[src/rtl/apb_cmd_master_if.sv]
// Command/response stream plus APB3 bus bundled for apb_cmd_master.
interface apb_cmd_master_if #(
  parameter int ADDR_WIDTH = 4,
  parameter int DATA_WIDTH = 8
);
  logic                  cmd_valid;
  logic                  cmd_ready;
  logic                  cmd_write;
  logic [ADDR_WIDTH-1:0] cmd_addr;
  logic [DATA_WIDTH-1:0] cmd_wdata;
  logic                  rsp_valid;
  logic                  rsp_ready;
  logic [DATA_WIDTH-1:0] rsp_rdata;
  logic                  rsp_err;
  logic                  rsp_timeout;
  logic                  psel;
  logic                  penable;
  logic                  pwrite;
  logic [ADDR_WIDTH-1:0] paddr;
  logic [DATA_WIDTH-1:0] pwdata;
  logic [DATA_WIDTH-1:0] prdata;
  logic                  pready;
  logic                  pslverr;

  modport master (
    input  cmd_valid, cmd_write, cmd_addr, cmd_wdata, rsp_ready,
           prdata, pready, pslverr,
    output cmd_ready, rsp_valid, rsp_rdata, rsp_err, rsp_timeout,
           psel, penable, pwrite, paddr, pwdata
  );

  modport slave (
    output cmd_valid, cmd_write, cmd_addr, cmd_wdata, rsp_ready,
           prdata, pready, pslverr,
    input  cmd_ready, rsp_valid, rsp_rdata, rsp_err, rsp_timeout,
           psel, penable, pwrite, paddr, pwdata
  );
endinterface

[src/rtl/apb_cmd_master.sv]
// Single-command APB3 master: one SETUP/ACCESS transfer per command, with a
// held response carrying read data, slave error and an optional timeout.
module apb_cmd_master #(
  parameter int ADDR_WIDTH = 4,
  parameter int DATA_WIDTH = 8,
  parameter int TIMEOUT    = 16
) (
  input  logic             clk,
  input  logic             rst_n,
  apb_cmd_master_if.master bus
);

  localparam int CW = (TIMEOUT < 1) ? 1 : $clog2(TIMEOUT + 1);
  localparam logic [CW-1:0] CNT_LAST = CW'((TIMEOUT == 0) ? 0 : TIMEOUT - 1);
  localparam logic [CW-1:0] CNT_MAX  = (TIMEOUT == 0) ? {CW{1'b1}} : CW'(TIMEOUT);

  typedef enum logic [1:0] {IDLE, SETUP, ACCESS, RESP} state_e;

  state_e                  state_q, state_d;
  logic [CW-1:0]           wcnt_q, wcnt_d;
  logic                    psel_q, psel_d;
  logic                    penable_q, penable_d;
  logic                    pwrite_q, pwrite_d;
  logic [ADDR_WIDTH-1:0]   paddr_q, paddr_d;
  logic [DATA_WIDTH-1:0]   pwdata_q, pwdata_d;
  logic                    rsp_valid_q, rsp_valid_d;
  logic [DATA_WIDTH-1:0]   rsp_rdata_q, rsp_rdata_d;
  logic                    rsp_err_q, rsp_err_d;
  logic                    rsp_timeout_q, rsp_timeout_d;
  logic                    timed_out;

  // Fires only at the end of the TIMEOUT-th ACCESS cycle; pready has priority.
  assign timed_out = (TIMEOUT != 0) && !bus.pready && (wcnt_q == CNT_LAST);

  always_ff @(posedge clk or negedge rst_n) begin
    if (!rst_n) begin
      state_q       <= IDLE;
      wcnt_q        <= '0;
      psel_q        <= 1'b0;
      penable_q     <= 1'b0;
      pwrite_q      <= 1'b0;
      paddr_q       <= '0;
      pwdata_q      <= '0;
      rsp_valid_q   <= 1'b0;
      rsp_rdata_q   <= '0;
      rsp_err_q     <= 1'b0;
      rsp_timeout_q <= 1'b0;
    end else begin
      state_q       <= state_d;
      wcnt_q        <= wcnt_d;
      psel_q        <= psel_d;
      penable_q     <= penable_d;
      pwrite_q      <= pwrite_d;
      paddr_q       <= paddr_d;
      pwdata_q      <= pwdata_d;
      rsp_valid_q   <= rsp_valid_d;
      rsp_rdata_q   <= rsp_rdata_d;
      rsp_err_q     <= rsp_err_d;
      rsp_timeout_q <= rsp_timeout_d;
    end
  end

  always_comb begin
    state_d = state_q;
    case (state_q)
      IDLE:    if (bus.cmd_valid)            state_d = SETUP;
      SETUP:                                 state_d = ACCESS;
      ACCESS:  if (bus.pready || timed_out)  state_d = RESP;
      RESP:    if (bus.rsp_ready)            state_d = IDLE;
      default:                               state_d = IDLE;
    endcase
  end

  // Registered outputs are computed from the next state so they line up
  // with the state register on every edge.
  always_comb begin
    wcnt_d        = wcnt_q;
    pwrite_d      = pwrite_q;
    paddr_d       = paddr_q;
    pwdata_d      = pwdata_q;
    rsp_rdata_d   = rsp_rdata_q;
    rsp_err_d     = rsp_err_q;
    rsp_timeout_d = rsp_timeout_q;
    psel_d        = (state_d == SETUP) || (state_d == ACCESS);
    penable_d     = (state_d == ACCESS);
    rsp_valid_d   = (state_d == RESP);
    case (state_q)
      IDLE: begin
        if (bus.cmd_valid) begin
          pwrite_d = bus.cmd_write;
          paddr_d  = bus.cmd_addr;
          pwdata_d = bus.cmd_wdata;
          wcnt_d   = '0;
        end
      end
      ACCESS: begin
        if (bus.pready) begin
          rsp_rdata_d   = pwrite_q ? '0 : bus.prdata;
          rsp_err_d     = bus.pslverr;
          rsp_timeout_d = 1'b0;
        end else if (timed_out) begin
          rsp_rdata_d   = '0;
          rsp_err_d     = 1'b1;
          rsp_timeout_d = 1'b1;
        end else if (wcnt_q != CNT_MAX) begin
          wcnt_d = wcnt_q + 1'b1;
        end
      end
      default: ;
    endcase
  end

  assign bus.cmd_ready   = (state_q == IDLE);
  assign bus.psel        = psel_q;
  assign bus.penable     = penable_q;
  assign bus.pwrite      = pwrite_q;
  assign bus.paddr       = paddr_q;
  assign bus.pwdata      = pwdata_q;
  assign bus.rsp_valid   = rsp_valid_q;
  assign bus.rsp_rdata   = rsp_rdata_q;
  assign bus.rsp_err     = rsp_err_q;
  assign bus.rsp_timeout = rsp_timeout_q;

endmodule

[src/flat_wrapper.sv]
// flat-port wrapper written by rule: the top's interface ports become plain ports
module apb_cmd_master_flat 
#(
  parameter int ADDR_WIDTH = 4,
  parameter int DATA_WIDTH = 8,
  parameter int TIMEOUT    = 16
)
  (clk, rst_n, bus_cmd_valid, bus_cmd_write, bus_cmd_addr, bus_cmd_wdata, bus_rsp_ready, bus_prdata, bus_pready, bus_pslverr, bus_cmd_ready, bus_rsp_valid, bus_rsp_rdata, bus_rsp_err, bus_rsp_timeout, bus_psel, bus_penable, bus_pwrite, bus_paddr, bus_pwdata);
  apb_cmd_master_if #(.ADDR_WIDTH(ADDR_WIDTH), .DATA_WIDTH(DATA_WIDTH)) bus_i ();
  input  logic clk;
  input  logic rst_n;
  input wire logic [$bits(bus_i.cmd_valid)-1:0] bus_cmd_valid;
  input wire logic [$bits(bus_i.cmd_write)-1:0] bus_cmd_write;
  input wire logic [$bits(bus_i.cmd_addr)-1:0] bus_cmd_addr;
  input wire logic [$bits(bus_i.cmd_wdata)-1:0] bus_cmd_wdata;
  input wire logic [$bits(bus_i.rsp_ready)-1:0] bus_rsp_ready;
  input wire logic [$bits(bus_i.prdata)-1:0] bus_prdata;
  input wire logic [$bits(bus_i.pready)-1:0] bus_pready;
  input wire logic [$bits(bus_i.pslverr)-1:0] bus_pslverr;
  output wire logic [$bits(bus_i.cmd_ready)-1:0] bus_cmd_ready;
  output wire logic [$bits(bus_i.rsp_valid)-1:0] bus_rsp_valid;
  output wire logic [$bits(bus_i.rsp_rdata)-1:0] bus_rsp_rdata;
  output wire logic [$bits(bus_i.rsp_err)-1:0] bus_rsp_err;
  output wire logic [$bits(bus_i.rsp_timeout)-1:0] bus_rsp_timeout;
  output wire logic [$bits(bus_i.psel)-1:0] bus_psel;
  output wire logic [$bits(bus_i.penable)-1:0] bus_penable;
  output wire logic [$bits(bus_i.pwrite)-1:0] bus_pwrite;
  output wire logic [$bits(bus_i.paddr)-1:0] bus_paddr;
  output wire logic [$bits(bus_i.pwdata)-1:0] bus_pwdata;
  assign bus_i.cmd_valid = bus_cmd_valid;
  assign bus_i.cmd_write = bus_cmd_write;
  assign bus_i.cmd_addr = bus_cmd_addr;
  assign bus_i.cmd_wdata = bus_cmd_wdata;
  assign bus_i.rsp_ready = bus_rsp_ready;
  assign bus_i.prdata = bus_prdata;
  assign bus_i.pready = bus_pready;
  assign bus_i.pslverr = bus_pslverr;
  assign bus_cmd_ready = bus_i.cmd_ready;
  assign bus_rsp_valid = bus_i.rsp_valid;
  assign bus_rsp_rdata = bus_i.rsp_rdata;
  assign bus_rsp_err = bus_i.rsp_err;
  assign bus_rsp_timeout = bus_i.rsp_timeout;
  assign bus_psel = bus_i.psel;
  assign bus_penable = bus_i.penable;
  assign bus_pwrite = bus_i.pwrite;
  assign bus_paddr = bus_i.paddr;
  assign bus_pwdata = bus_i.pwdata;
  apb_cmd_master #(.ADDR_WIDTH(ADDR_WIDTH), .DATA_WIDTH(DATA_WIDTH), .TIMEOUT(TIMEOUT)) u_core (.clk(clk), .rst_n(rst_n), .bus(bus_i));
endmodule
[config.mk]
export PLATFORM = sky130hd
export DESIGN_NAME = apb_cmd_master_flat
export DESIGN_NICKNAME = d
export VERILOG_FILES = /design/src/rtl/apb_cmd_master_if.sv /design/src/rtl/apb_cmd_master.sv /design/src/flat_wrapper.sv
export SDC_FILE = /design/constraint.sdc
export NUM_CORES = 1
export LEC_CHECK = 0
export BUFFER_PORTS_ARGS = -buffer_cell sky130_fd_sc_hd__buf_2
export CORE_AREA = 2 2 54 69
export DETAILED_ROUTE_END_ITERATION = 8
export DIE_AREA = 0 0 56 71
export MAX_ROUTING_LAYER = met4
export PLACE_DENSITY = 0.72
export SLEW_MARGIN = 25
export SYNTH_ARGS = -nofsm -noshare
export SYNTH_HDL_FRONTEND = slang
export SYNTH_SLANG_ARGS = --single-unit
export TNS_END_PERCENT = 30
[constraint.sdc]
create_clock -name clk -period 3.1 [get_ports clk]
set_clock_uncertainty 0.15 [all_clocks]
set_input_delay 0.62 -clock clk [delete_from_list [all_inputs] [get_ports clk]]
set_output_delay 0.62 -clock clk [all_outputs]
set_load 0.05 [all_outputs]
==> flow_summary.toml <==
[status]
status = "finished, final reports clean"

[cells_and_area]
mostFrequentLayoutCell = "buf_2"
final_cell_mix = "buf_2, dfrtp_1, mux2_4"
stdcell_area_mm2 = 0.00182
utilization_pct = 54.0
nets = 194
syn2layout_area_growth_pct = 26.2
diodes = 0
n_fill_cell = 303
drive_gt1_share_pct = 46.0

[critical_path]
reg2reg_depth = 6
required_ps = 3110
startpoint_type = "flop"
worstSetupPathType = "reg -> reg"
cp_max_fo = 6
crit_arrival_ps = 2080
critPathCaptureType = "flop"
worstReg2RegEnd = "u_core.bus.rsp_valid$_DFF_PN0_"
rrSetupSlack_ps = 1040
r2r_start = "u_core.wcnt_q[0]$_DFFE_PN0P_"

[clock_network]
cts-buffers-inserted = 5
cts_tree = "built"
cts_hold_buf = 0
clkSlewWorstSetupHoldPaths_ps = 60
clk_latency_ps = 280
cts_setup_buffers = 0
htreeDepth = 2
root_buffer = "clkbuf_8"
clockBufferDepth = 2
clock_sinks = 33
cts_resized = 0

[pwr]
p_total_mw = 2.33
powerDensity_mw_per_mm2 = 1280
vdd_drop_max_v = 0.000927
p_leak_nw = 0.983

[timing]
min_period_ps = 2060
fin_crit_sh_pct = 66.5
slew-limit-headroom_pct = 51.3
rsz0062_at_grt = "false"
slew_viol_final = 0
worst_pin_slew_ps = 730
finalSetupViolCount = 0
hold_viol_final = 0
setup-tns-final_ps = 0
worst_slack_ps = 1040
max_freq_ghz = 0.485

[routing]
postRouteAntennaNets = 0
dr_total_vias = 1044
avgViaCountPerCell = 5.17
wl_per_cell_um = 14.4
drcViolationCount = 0
first_pass_iters = 4
drtIter0Drc = 28
drt_wl_total_um = 2920

[floorplanning]
std_cell_rows = 24
fp.dieH_um = 71
fp.dieW_um = 56
initial_utilization_pct = 42.8
core_mm2 = 0.00336
pin_count = 54
dieArea_mm2 = 0.00398

[global_route]
track_usage_pct = 17.3
grt_pass1_wl_um = 5190
overflow = 0
antenna_found_initial = 0
grt_pass1_vias = 1105
grt_max_degree = 34

[synthesis]
netlist_area_mm2 = 0.00144
ys_seq_area_share_pct = 57.4
avgSynthCellArea_um2 = 13.8
synth_xor_area_share_pct = 0
ys_warn_count = 0
yosys.area_share.simple_pct = 8.09
synth-adder-area-share_pct = 4.35
synth_edf_count = 0
netlist_instances = 104
synth-compound-area-share_pct = 10.3
synth_top_family_by_area = "multiplexers"
synth_nets = 136
synthDistinctLibCells = 24
synth_ff_type = "dfrtp_1"
async_flop_share_pct = 100
synth.area.mux_share_pct = 16.3
synth_seq_cells = 33

[placed_design]
gp_congestion = 0.744
portBuffers = 53
pre_cts_ws_ps = 1060
placed_cell_area_mm2 = 0.00173
dp_hpwl_um = 2090

[run]
maxCapViolCount = 0

[worst_hold_path]
hp-class = "in -> async"
[layer usage]
| metal | up-vias | track usage, % | routed length (um) |
|---|---|---|---|
| met5 | - | - | 0 |
| met4 | 0 | 8.47 | 61 |
| met3 | 6 | 6.22 | 235 |
| met2 | 48 | 25.9 | 1340 |
| met1 | 502 | 20.5 | 1280 |
| li1 | 488 | - | - |
[through the flow]
step / hold slack (ps) / std cells
4_1_cts: 268 / 202
6_report: 246 / 202
3_5_place_dp: 337 / 194
5_1_grt: 309 / 202
2_1_floorplan: 174 / 104
3_3_place_gp: 335 / 194
[flip-flops by register name, indices dropped and copies added (netlist names)]
register,count
u_core.bus.paddr,4
u_core.bus.penable,1
u_core.bus.psel,1
u_core.bus.pwdata,8
u_core.bus.pwrite,1
u_core.bus.rsp_err,1
u_core.bus.rsp_rdata,8
u_core.bus.rsp_timeout,1
u_core.bus.rsp_valid,1
u_core.state_q,2
u_core.wcnt_q,5
[final cells by class]
class / instances / area (um^2) / area share [%]
clock buffer: 6 / 72.6 / 4.00
clock inverter: 2 / 10.0 / 0.551
inverter: 6 / 22.5 / 1.24
sequential: 33 / 826 / 45.5
timing repair buffer: 54 / 273 / 15.0
multi-input combinational: 62 / 563 / 31.0
tap: 39 / 48.8 / 2.69
[worst max-delay path by stage]
stage / from / end
floorplan: u_core.wcnt_q[0]$_DFFE_PN0P_ / u_core.bus.psel$_DFF_PN0_
CTS: u_core.wcnt_q[0]$_DFFE_PN0P_ / u_core.bus.psel$_DFF_PN0_
detailed placement: u_core.wcnt_q[0]$_DFFE_PN0P_ / u_core.bus.psel$_DFF_PN0_
finish: u_core.wcnt_q[0]$_DFFE_PN0P_ / u_core.bus.rsp_valid$_DFF_PN0_
global placement: u_core.wcnt_q[0]$_DFFE_PN0P_ / u_core.bus.psel$_DFF_PN0_
global route: u_core.wcnt_q[0]$_DFFE_PN0P_ / u_core.bus.psel$_DFF_PN0_
[Yosys cell counts, drive strengths merged (2+ instances only)]
master / instances / share of area [%]
nand3b: 2 / 1.0
nor2: 5 / 1.3
dfrtp: 33 / 57
a21oi: 3 / 1.0
inv: 6 / 1.6
o311ai: 3 / 1.8
a22o: 8 / 4.9
o21ai: 2 / 0.70
mux2i: 4 / 2.8
mux2: 13 / 14
nand3: 2 / 0.70
ha: 5 / 4.3
buf: 3 / 1.9
nand2: 5 / 1.3
and3: 2 / 0.87
[critical path, cell delays in order (launching register included)]
cell,delay [ps]
dfrtp_1,420
ha_1,230
and3_1,190
ha_1,240
o21ai_0,290
o211ai_1,180
ha_1,250
[logic make-up (layout without fill, tap and decap cells)]
family                     Yosys count  count (layout)
and+or+nand+nor                     21              21
muxes                               17              17
buffers and inverters                9              68
DFF                                 33              33
AOI/OAI and AO/OA                   19              19
adders and majority gates            5               5
[report_power, final]
part	switching [mW]	internal [mW]
combinational	0.849	0.405
clock	0.146	0.155
sequential	0.139	0.633
No activity file was read; power rests on OpenSTA's default activity.
